--- config.mk ---
export PLATFORM = sky130hd
export DESIGN_NAME = pipe_stage_skid
export DESIGN_NICKNAME = d
export VERILOG_FILES = /design/src/rtl/pipe_stage_skid.sv
export SDC_FILE = /design/constraint.sdc
export NUM_CORES = 1
export LEC_CHECK = 0
export BUFFER_PORTS_ARGS = -buffer_cell sky130_fd_sc_hd__buf_2
export CELL_PAD_IN_SITES_DETAIL_PLACEMENT = 1
export CELL_PAD_IN_SITES_GLOBAL_PLACEMENT = 2
export CORE_MARGIN = 4
export CORE_UTILIZATION = 34
export CTS_CLUSTER_DIAMETER = 80
export CTS_CLUSTER_SIZE = 8
export DETAILED_ROUTE_END_ITERATION = 7
export GPL_TIMING_DRIVEN = 0
export MAX_ROUTING_LAYER = met4
export PLACE_DENSITY = 0.95
export SLEW_MARGIN = 20
export SYNTH_ARGS = -nofsm -noshare
export SYNTH_HDL_FRONTEND = slang
export SYNTH_SLANG_ARGS = --single-unit
--- constraint.sdc ---
create_clock -name clk -period 3.6 [get_ports clk]
set_clock_uncertainty 0.15 [all_clocks]
set_input_delay 0.72 -clock clk [delete_from_list [all_inputs] [get_ports clk]]
set_output_delay 0.72 -clock clk [all_outputs]
set_load 0.005 [all_outputs]
--- src/rtl/pipe_stage_skid.sv ---
// pipe_stage_skid: falling-edge pipeline latch with valid/ready flow control,
// a 2-entry skid buffer, synchronous flush and sticky HALT detection.
// Optional stall-cycle statistics are enabled by defining PIPE_STAGE_STATS_EN;
// without it o_stall_cnt reads as zero and no counter is built.
module pipe_stage_skid #(
    parameter int                  DATA_W      = 101,
    parameter int                  CTRL_W      = 3,
    parameter logic [CTRL_W-1:0]   CTRL_BUBBLE = '0
) (
    input  logic              clk,
    input  logic              rst,
    input  logic              i_valid,
    output logic              o_ready,
    input  logic [DATA_W-1:0] i_data,
    input  logic [CTRL_W-1:0] i_ctrl,
    input  logic              i_halt,
    input  logic              i_flush,
    output logic              o_valid,
    input  logic              i_ready,
    output logic [DATA_W-1:0] o_data,
    output logic [CTRL_W-1:0] o_ctrl,
    output logic              o_halt,
    output logic              o_halted,
    output logic [1:0]        o_occupancy,
    output logic [15:0]       o_stall_cnt
);

    typedef enum logic [1:0] {
        EMPTY = 2'd0,
        ONE   = 2'd1,
        FULL  = 2'd2
    } state_t;

    state_t              state;
    state_t              state_nxt;

    logic [DATA_W-1:0]   head_data;
    logic [CTRL_W-1:0]   head_ctrl;
    logic                head_halt;
    logic [DATA_W-1:0]   skid_data;
    logic [CTRL_W-1:0]   skid_ctrl;
    logic                skid_halt;
    logic                halted;

    logic                push;
    logic                pop;
    logic                load_head_in;
    logic                load_head_skid;
    logic                load_skid;
    logic                halt_pop;

    // Handshake outputs come from registered state only, so downstream ready never ripples upstream.
    assign o_valid  = (state != EMPTY);
    assign o_ready  = (state != FULL) & ~halted & ~rst;
    assign push     = i_valid & o_ready;
    assign pop      = o_valid & i_ready;

    assign o_data   = head_data;
    assign o_ctrl   = o_valid ? head_ctrl : CTRL_BUBBLE;
    assign o_halt   = o_valid & head_halt;
    assign o_halted = halted;

    // Next-state and register-load decisions; flush beats a HALT pop, which beats normal flow.
    always_comb begin
        state_nxt      = state;
        load_head_in   = 1'b0;
        load_head_skid = 1'b0;
        load_skid      = 1'b0;
        halt_pop       = 1'b0;
        if (i_flush) begin
            state_nxt = EMPTY;
        end else if (pop && head_halt) begin
            state_nxt = EMPTY;
            halt_pop  = 1'b1;
        end else begin
            case (state)
                EMPTY: begin
                    if (push) begin
                        state_nxt    = ONE;
                        load_head_in = 1'b1;
                    end
                end
                ONE: begin
                    if (push && !pop) begin
                        state_nxt = FULL;
                        load_skid = 1'b1;
                    end else if (push && pop) begin
                        state_nxt    = ONE;
                        load_head_in = 1'b1;
                    end else if (pop) begin
                        state_nxt = EMPTY;
                    end
                end
                FULL: begin
                    if (pop) begin
                        state_nxt      = ONE;
                        load_head_skid = 1'b1;
                    end
                end
                default: state_nxt = EMPTY;
            endcase
        end
    end

    // Occupancy reported as an entry count rather than the raw state encoding.
    always_comb begin
        o_occupancy = 2'd0;
        case (state)
            ONE:     o_occupancy = 2'd1;
            FULL:    o_occupancy = 2'd2;
            default: o_occupancy = 2'd0;
        endcase
    end

    // State register, updated on the falling edge like the other pipeline latches.
    always_ff @(negedge clk) begin
        if (rst) begin
            state <= EMPTY;
        end else begin
            state <= state_nxt;
        end
    end

    // Head and skid storage; contents are kept across flush but hidden by o_valid.
    always_ff @(negedge clk) begin
        if (rst) begin
            head_data <= '0;
            head_ctrl <= '0;
            head_halt <= 1'b0;
            skid_data <= '0;
            skid_ctrl <= '0;
            skid_halt <= 1'b0;
        end else begin
            if (load_head_in) begin
                head_data <= i_data;
                head_ctrl <= i_ctrl;
                head_halt <= i_halt;
            end else if (load_head_skid) begin
                head_data <= skid_data;
                head_ctrl <= skid_ctrl;
                head_halt <= skid_halt;
            end
            if (load_skid) begin
                skid_data <= i_data;
                skid_ctrl <= i_ctrl;
                skid_halt <= i_halt;
            end
        end
    end

    // Sticky halted flag: set when a HALT beat leaves, cleared only by reset.
    always_ff @(negedge clk) begin
        if (rst) begin
            halted <= 1'b0;
        end else if (halt_pop) begin
            halted <= 1'b1;
        end
    end

`ifdef PIPE_STAGE_STATS_EN
    logic [15:0] stall_cnt;

    // Saturating count of edges where a valid beat was held back by downstream.
    always_ff @(negedge clk) begin
        if (rst) begin
            stall_cnt <= 16'h0000;
        end else if (o_valid && !i_ready && !i_flush && (stall_cnt != 16'hFFFF)) begin
            stall_cnt <= stall_cnt + 16'h0001;
        end
    end

    assign o_stall_cnt = stall_cnt;
`else
    assign o_stall_cnt = 16'h0000;
`endif

endmodule

==> results of run 1 <==
## metrics by stage
step / worst slack, ns / hold WS (ns) / setup TNS (ns)
after global placement: -1.37 / 0.311 / -200.63
final: -0.615 / 0.327 / -31.69
after floorplan: -0.623 / 0.305 / -76.90
after CTS: -0.607 / 0.327 / -31.84
after global routing: -0.646 / 0.345 / -37.87
after detailed placement: -1.46 / 0.323 / -204.76
## cell type report
cell class	count	share of cell area
clock inverters	215	0.0510
plain buffers	183	0.0796
clock buffers	30	0.0453
inverters	3	0.000679
diodes	2	0.000302
flip-flops and latches	213	0.266
well taps	378	0.0285
repair buffers	278	0.132
multi-input cells	777	0.397
## timing repair
item,CTS,global route
pin swaps,14,17
setup endpoints to repair,267,289
gates resized for setup,478,309
cloned,7,1
buffers inserted,31,24
## state kept, by name, summed over array words and instances (netlist names)
register and cells:
o_data 101, skid_data 101, head_ctrl 3, skid_ctrl 3, state 2, head_halt 1
o_halted 1, skid_halt 1
## report_power, final
| group | leakage (uW) | internal [uW] | switching (uW) |
|---|---|---|---|
| clock network | 0.00153 | 1850 | 1940 |
| registers | 0.00177 | 2450 | 45.4 |
| logic | 0.00301 | 388 | 589 |
| total | 0.00631 | 4690 | 2570 |
## cells in the final DEF, fill, tap and decap left out, types with 6 or more instances in the layout
cell / netlist / routed
inv_1: 3 / 215
a2111oi_2: 0 / 59
nand3_2: 0 / 11
clkbuf_8: 0 / 21
buf_4: 16 / 61
clkbuf_16: 0 / 34
a21oi_1: 105 / 105
a2111oi_4: 0 / 33
a2111oi_1: 0 / 11
clkbuf_2: 1 / 34
buf_16: 0 / 6
buf_2: 12 / 173
clkbuf_4: 0 / 13
conb_1: 1 / 16
buf_6: 7 / 64
buf_12: 0 / 14
a311oi_4: 0 / 6
o21ai_1: 0 / 155
o21ai_2: 0 / 6
clkbuf_1: 156 / 60
buf_8: 0 / 9
dfxtp_2: 0 / 100
nand3_1: 209 / 198
a311oi_2: 0 / 96
dfxtp_1: 213 / 109
o21ai_0: 210 / 49
## path summary, 6_finish.rpt
check,start,to,slack (ns),cells after the start
worst max-delay path,state[0],o_halt,-0.62,3
worst min-delay path,skid_data[2],skid_data[2],0.33,2
worst max register to register,state[1],o_data[68],1.06,7
worst min register to register,skid_data[2],skid_data[2],0.33,2
## layer usage
layer  wire length, um  share of wire  track usage
met2             26700           0.50        0.503
met5                 0              0            -
met3              3700          0.069       0.0690
met4              2140          0.040        0.124
met1             20800           0.39        0.364
## critical path: cells and delay by family, from the launching register on
kind / cells / cell delay (ns)
buffers and inverters: 1 / 0.11
AND/OR/NAND/NOR: 2 / 0.47
flip-flops: 1 / 0.35
## logic make-up after synthesis
logic type,after synthesis,synth area share
AOI/OAI and AO/OA,529,0.352
DFF,213,0.436
other,1,0.000383
buffers and inverters,197,0.0887
and+or+nand+nor,232,0.123
==> metrics.cfg, run 1 <==
[run_status]
status = finished with violations
violations = negative setup slack

[clocking]
cts_num_sinks = 213
clkTransAtPathRegs_ns = 0.03
cts_max_path_buffers = 3
cts_root_buf = clkbuf_16
htree_num_levels = 1
cts_tree = built
numCtsBuffers = 30
clock_latency_ns = 0.61
cts_hold_buffers = 0

[sta]
finalSetupViolations = 219
finalHoldViolCount = 0
slew_viol_final = 0
rsz0062_at_grt = true
fin_ws_ns = -0.615
relSlewSlack = 0.217
worst_slew_pin_slew_ns = 1.17

[final_layout]
n_fill_cell = 3261
final_layout_size_suffix_gt1_frac = 0.448
synthToLayoutAreaGrowth_pct = 69.4
instances_no_fill = 2079
multi_input_area_um2 = 6580
design_area_um2 = 16600
final_util = 0.590
final_nets = 1809
seq_area_um2 = 4400

[global_routing]
grt_pass1_wl_um = 75000
antenna_found_initial = 2
grt_overflow = 0
grt_pass1_vias = 13600
grt_max_degree = 16
grt_util_all_layers = 0.306

[floorplanning]
dieHeight_um = 178
io_pins = 236
die_area_um2 = 31600
fp.dieW_um = 178
core-area_um2 = 28100
start_util = 0.348
row_count = 61

[yosys]
netlist_top_cells_count = 213 x dfxtp_1, 210 x o21ai_0, 209 x nand3_1
synthTopCellsByArea = dfxtp_1 44%, o21ai_0 11%, nand3_1 11%
syn_avg_cell_area_um2 = 8.35
ys_types = 32
async_reset_ff_frac = 0
ys_ff_latch = 213
synth.most_common_cell = dfxtp_1
synth-edff-count = 0
yosysWarnings = 0
synthCells = 1172
synth_flop_cell = dfxtp_1
ys_seq_area_frac = 0.436
yosysTopAreaCell = dfxtp_1
synth.top_cell.area_share = 0.436
netlist_area_um2 = 9790

[routing]
drt-initial-drc-count = 1025
dr.pass1.iters = 7
via_count = 13000
drt_wl_total_um = 53400
post_drt_wl_per_cell_um = 25.7
viasPerCell = 6.24
drc = 0
ant_nets = 0

[critical_path]
crit_path_max_incr_delay_ns = 0.35
endpoint_kind = output port
critPathKind = register to output port
required_ns = 2.73
critPathMaxFanout = 6
crit_arrival_ns = 3.35
cp_slowest_cell = dfxtp_4
crit_chain = or2_4 -> and2_4 -> buf_6
crit_path_start_kind = register

[pwr]
max-vdd-ir-drop_mv = 0.365
cellPowerDensity_nw_per_um2 = 438
p_leak_uw = 0.00631
finalPower_uw = 7260

[placed_design]
dp_cells = 1782
placed_area_um2 = 11800
place_hpwl_um = 28700
globalplace.congestion = 0.872
io_buffers = 217

[hold_path]
worst_hold_path_type = register to register

[job]
max_cap_viol_count = 0

Power figures use the tool's default switching activity.
==> run 2, diff against run 1 <==
--- a/config.mk
+++ b/config.mk
@@ -9,13 +9,14 @@
 export CELL_PAD_IN_SITES_DETAIL_PLACEMENT = 1
 export CELL_PAD_IN_SITES_GLOBAL_PLACEMENT = 2
 export CORE_MARGIN = 4
-export CORE_UTILIZATION = 34
+export CORE_UTILIZATION = 35
+export CTS_BUF_LIST = sky130_fd_sc_hd__clkbuf_4
 export CTS_CLUSTER_DIAMETER = 80
 export CTS_CLUSTER_SIZE = 8
 export DETAILED_ROUTE_END_ITERATION = 7
 export GPL_TIMING_DRIVEN = 0
 export MAX_ROUTING_LAYER = met4
-export PLACE_DENSITY = 0.95
+export PLACE_DENSITY_LB_ADDON = 0.1
 export SLEW_MARGIN = 20
 export SYNTH_ARGS = -nofsm -noshare
 export SYNTH_HDL_FRONTEND = slang
==> run 2 against run 1 <==
Against the previous run:
- total power is 23% lower
- die area is 2.7% lower
- hold slack worse by 0.012 ns
- combinational power is 23% lower
- critical path depth stayed put
- sequential power hardly changed
- the run still ends with negative setup slack left
- non-clock buffer count is 20 lower
==> metrics.cfg, run 2 (synthesized netlist as in run 1, its figures left out) <==
[routing]
post_drt_wl_per_cell_um = 21.5  ; -16%
drt_wl_total_um = 44200  ; -17%
ant_nets = 0  ; unchanged
wl_met2_um = 21300  ; -20%
drc = 0  ; unchanged
top_layer = met4
viasPerCell = 5.81  ; -6.8%
dr.pass1.iters = 5  ; -2
via_count = 11900  ; -8.1%
wl_met1_um = 19100  ; -8.5%
drt-initial-drc-count = 725  ; -29%
wl_met3_um = 2460  ; -34%

[pwr]
p_clk_frac = 0.423  ; -0.099
power_switching_uw = 2100  ; -18%
max-vdd-ir-drop_mv = 0.372  ; +1.7%
p_leak_uw = 0.00569  ; -9.7%
power_frac_seq = 0.442  ; +0.098
p_sw_frac = 0.374  ; +0.0201
power_frac_comb = 0.135  ; about the same
p_int_uw = 3520  ; -25%
cellPowerDensity_nw_per_um2 = 390  ; -11%

[floorplanning]
fp.dieW_um = 175  ; -1.4%
die_area_um2 = 30700  ; -2.7%
row_count = 60  ; -1.6%
start_util = 0.359  ; +0.0107
io_pins = 236  ; unchanged
core-area_um2 = 27300  ; -3.0%
dieHeight_um = 175  ; -1.4%

[final_layout]
final_common_cell = inv_1
multi_input_area_um2 = 5440  ; -17%
diodes = 0  ; -2
final_nets = 1789  ; -1.1%
n_fill_cell = 3320  ; +1.8%
seq_area_um2 = 4410  ; about the same
final_layout_size_suffix_gt1_frac = 0.365  ; -0.0834
synthToLayoutAreaGrowth_pct = 47.4
final_cell_mix = 215 x inv_1, 198 x nand3_1, 182 x buf_2

[job]
max_cap_viol_count = 0  ; unchanged

[critical_path]
reg2reg_depth = 9  ; +2
cp-startpoint = state[1]
rr_startpoint = state[1]
crit_chain = or2_4 -> and2_4 -> buf_6
critPathMaxFanout = 6  ; unchanged
crit_arrival_ns = 3.46  ; +0.11 ns
crit_path_max_incr_delay_ns = 0.35  ; about the same
critPathKind = register to output port
cp_slowest_cell = dfxtp_4
required_ns = 2.73  ; about the same
endpoint_kind = output port
crit_path_start_kind = register

[clocking]
cts_root_buf = clkbuf_4
cts_num_sinks = 213  ; unchanged
clkTransAtPathRegs_ns = 0.06  ; +0.03 ns
numCtsBuffers = 30  ; unchanged
cts_max_path_buffers = 3  ; unchanged
cts_tree = built
cts_hold_buffers = 0  ; unchanged
htree_num_levels = 1  ; unchanged
clock_latency_ns = 0.73  ; +0.12 ns

[global_routing]
grt_overflow = 0  ; unchanged
grt_pass1_wl_um = 68400  ; -8.9%
grt_pass1_vias = 12900  ; -5.7%
grt_max_degree = 15  ; -1
grt_util_all_layers = 0.280  ; -0.0256
antenna_found_initial = 0  ; -2

[placed_design]
pre_cts_slack_ns = -1.49  ; -0.0343 ns
place_hpwl_um = 28500  ; -0.56%
io_buffers = 217  ; unchanged
globalplace.congestion = 0.849  ; -2.7%

[run_status]
status = finished with violations
violations = negative setup slack

[sta]
slew_viol_final = 0  ; unchanged
finalHoldViolCount = 0  ; unchanged
finalSetupViolations = 132  ; -40%
fin_ws_ns = -0.735  ; -0.119 ns
relSlewSlack = 0.456  ; +0.240
worst_slew_pin_slew_ns = 0.815  ; -0.360 ns
hold_ws_ns = 0.315  ; -0.0117 ns
rsz0062_at_grt = true

[hold_path]
min_path_cells = 2  ; unchanged
hold_start = skid_data[84]
worst_hold_path_type = register to register

-- run 2: changes by cell type in the layout (fill, tap and decap cells not counted), moves of 28 or more --
cell	before	now
a2111oi_0	2	34
a2111oi_4	33	1
a311oi_1	2	63
a311oi_2	96	41
clkbuf_16	34	3
clkbuf_4	13	41
-- run 2: power by group through the flow --
stage / clock network [uW] / registers, uW / logic (uW)
after global routing: 2720 / 2480 / 806
after detailed placement: 359 / 2510 / 598
final: 2380 / 2480 / 756
after global placement: 359 / 2510 / 596
after CTS: 2450 / 2480 / 684
after floorplan: 359 / 2510 / 303
-- run 2: worst max-delay path: cells and delay by family (launching register included) --
| family | cells | cell delay, ns |
|---|---|---|
| AND/OR/NAND/NOR | 2 | 0.47 |
| flip-flops | 1 | 0.35 |
| buffers and inverters | 1 | 0.11 |
-- run 2: layout make-up --
cell class                      instances  share of cell area
Multi-Input combinational cell        777               0.377
Sequential cell                       213               0.305
Timing Repair Buffer                  253               0.120
Buffer                                188              0.0909
Clock inverter                        214              0.0575
Tap cell                              372              0.0323
Clock buffer                           31              0.0161
Inverter                                3            0.000781
-- run 2: through the flow --
| step | util | area, um^2 | TNS (ns) | power (uW) | cells |
|---|---|---|---|---|---|
| 4_1_cts | 0.507 | 13800 | -32.26 | 5610 | 2041 |
| 6_report | 0.529 | 14400 | -27.75 | 5620 | 2051 |
| 5_1_grt | 0.529 | 14400 | -34.64 | 6010 | 2051 |
| 2_1_floorplan | - | 10200 | -76.90 | 3170 | 1187 |
| 3_5_place_dp | 0.432 | 11800 | -205.66 | 3460 | 1776 |
| 3_3_place_gp | 0.432 | 11800 | -197.81 | 3460 | 1776 |
-- run 2: metal layers --
layer / track usage / up-vias
met5: - / -
met4: 0.123 / 0
met3: 0.0666 / 118
met2: 0.441 / 453
met1: 0.343 / 5792
li1: - / 5559
-- run 2: final timing paths --
path	end	slack, ns
max	o_halt	-0.73
min	o_data[84]	0.32
max reg2reg	o_data[23]	1.07
min reg2reg	o_data[84]	0.32
-- run 2: timing repair --
| action | CTS | global route |
|---|---|---|
| buffers inserted | 22 | 11 |
| pin swaps | 10 | 4 |
| cloned | 3 | 0 |
| setup endpoints to repair | 265 | 228 |
| gates resized for setup | 291 | 199 |
==> run 3, diff against run 2 <==
--- a/config.mk
+++ b/config.mk
@@ -17,7 +17,9 @@
 export GPL_TIMING_DRIVEN = 0
 export MAX_ROUTING_LAYER = met4
 export PLACE_DENSITY_LB_ADDON = 0.1
+export SETUP_SLACK_MARGIN = 0.1
 export SLEW_MARGIN = 20
 export SYNTH_ARGS = -nofsm -noshare
 export SYNTH_HDL_FRONTEND = slang
 export SYNTH_SLANG_ARGS = --single-unit
+export TNS_END_PERCENT = 5
==> run 3 against run 2 <==
Against the previous run:
- the flow still finishes with violations (negative setup slack)
- first-iteration DRC count rose by 3.3%
- combinational power down 8.1%
- sequential power hardly changed
- utilization is 2.0 points lower
- total power decreased by 1.6%
- critical path depth unchanged
- die area stayed put
- largest power group unchanged
- highest routed layer unchanged
==> metrics.cfg, run 3 (synthesized netlist as in run 1, its figures left out) <==
[run_status]
status = finished with violations
violations = negative setup slack

[placed_design]
globalplace.congestion = 0.803  ; -5.4%
io_buffers = 217  ; unchanged
pre_cts_slack_ns = -1.94  ; -0.449 ns
place_hpwl_um = 28400  ; -0.29%

[floorplanning]
core-area_um2 = 27300  ; unchanged
io_pins = 236  ; unchanged
start_util = 0.359  ; unchanged
row_count = 60  ; unchanged
dieHeight_um = 175  ; unchanged
fp.dieW_um = 175  ; unchanged
die_area_um2 = 30700  ; unchanged

[final_layout]
multi_input_area_um2 = 5170  ; -4.8%
final_cell_mix = 215 x inv_1, 209 x nand3_1, 203 x o21ai_0
synthToLayoutAreaGrowth_pct = 42.0
final_common_cell = inv_1
final_layout_size_suffix_gt1_frac = 0.320  ; -0.0453
final_nets = 1786  ; -0.17%
seq_area_um2 = 4400  ; -0.20%
n_fill_cell = 3415  ; +2.9%

[critical_path]
critPathMaxFanout = 6  ; unchanged
critPathKind = register to output port
endpoint_kind = output port
required_ns = 2.73  ; about the same
crit_chain = or2_4 -> and2_4 -> buf_6
crit_path_start_kind = register
cp_slowest_cell = dfxtp_4
crit_path_max_incr_delay_ns = 0.37  ; +0.02 ns
crit_arrival_ns = 3.47  ; about the same
path_buf_inv = 1  ; unchanged
cp_top_family = simple AND/OR/NAND/NOR gates

[clocking]
clock_latency_ns = 0.74  ; about the same
cts_root_buf = clkbuf_4
cts_max_path_buffers = 3  ; unchanged
clkTransAtPathRegs_ns = 0.05  ; about the same
cts_tree = built
htree_num_levels = 1  ; unchanged
numCtsBuffers = 30  ; unchanged
cts_num_sinks = 213  ; unchanged

[global_routing]
grt_pass1_wl_um = 66500  ; -2.7%
grt_pass1_vias = 12700  ; -1.5%
grt_util_all_layers = 0.271  ; -0.00959
grt_max_degree = 15  ; unchanged
grt_overflow = 0  ; unchanged
antenna_found_initial = 3  ; +3

[routing]
post_drt_wl_per_cell_um = 21.1  ; -2.0%
ant_nets = 0  ; unchanged
drt_wl_total_um = 43300  ; -2.0%
drt-initial-drc-count = 749  ; +3.3%
viasPerCell = 5.80  ; -0.30%
via_count = 11900  ; -0.30%
dr.pass1.iters = 5  ; unchanged
drc = 0  ; unchanged

[sta]
relSlewSlack = 0.421  ; -0.0353
rsz0062_at_grt = true
finalSetupViolations = 215  ; +63%
slew_viol_final = 0  ; unchanged
finalHoldViolCount = 0  ; unchanged
hold_ws_ns = 0.325  ; +0.00982 ns
worst_slew_pin_slew_ns = 0.868  ; +0.0530 ns
fin_ws_ns = -0.738  ; -0.00346 ns

[job]
max_cap_viol_count = 0  ; unchanged

[pwr]
p_leak_uw = 0.00551  ; -3.2%
max-vdd-ir-drop_mv = 0.177  ; -53%
cellPowerDensity_nw_per_um2 = 398  ; +2.2%

[hold_path]
worst_hold_path_type = register to register

-- run 3: changes by cell type in the layout (fill, tap and decap cells not counted), sizes merged --
cell | before | now
diode | 0 | 3
clkbuf | 172 | 175
clkdlybuf4s15 | 1 | 0
buf | 299 | 294
-- run 3: worst reg2reg max path: cells and delay by family (launching register included) --
family,cells,cell delay [ns]
buffers and inverters,7,1.00
AO/OA/AOI/OAI,2,0.49
AND/OR/NAND/NOR,1,0.41
flip-flops,1,0.35
-- run 3: worst paths after layout --
kind	start	to	slack [ns]	depth (start not counted)
min reg2reg	skid_data[82]	skid_data[82]	0.33	2
min	skid_data[82]	skid_data[82]	0.33	2
max reg2reg	state[1]	o_data[17]	1.09	10
max	state[0]	o_halt	-0.74	3
-- run 3: report_power, final --
group / switching, uW / internal [uW] / leakage, uW
registers: 38.6 / 2440 / 0.00177
clock network: 1580 / 773 / 0.00129
logic: 419 / 276 / 0.00245
total: 2040 / 3490 / 0.00551
-- run 3: layout make-up --
type | count | share of cell area
repair buffers | 248 | 0.119
plain buffers | 190 | 0.0808
well taps | 372 | 0.0335
clock inverters | 214 | 0.0597
clock buffers | 31 | 0.0167
multi-input cells | 777 | 0.372
inverters | 3 | 0.000810
flip-flops and latches | 213 | 0.317
diodes | 3 | 0.000540
-- run 3: stage by stage --
step                      total power (uW)  setup TNS, ns   util  std cells  cell area (um^2)
after detailed placement              3430        -289.28  0.419       1776             11400
after floorplan                       3140        -101.20      -       1187              9870
after global routing                  5940         -49.32  0.510       2051             13900
final                                 5530         -41.64  0.510       2051             13900
after CTS                             5500         -41.70  0.479       2024             13100
after global placement                3430        -284.29  0.419       1776             11400
-- run 3: repair_timing --
| item | in CTS | in global routing |
|---|---|---|
| pin swaps | 5 | 6 |
| gates resized for setup | 191 | 196 |
| hold buffers | 0 | 0 |
| endpoints found under the setup margin | 323 | 306 |
| setup buffers | 7 | 22 |
| cloned | 0 | 2 |
-- run 3: per-layer routing --
| layer | vias up | track usage | share of wire |
|---|---|---|---|
| met3 | 92 | 0.0736 | 0.063 |
| met5 | - | - | 0 |
| met1 | 5791 | 0.336 | 0.44 |
| li1 | 5559 | - | - |
| met2 | 444 | 0.421 | 0.48 |
| met4 | 0 | 0.105 | 0.026 |
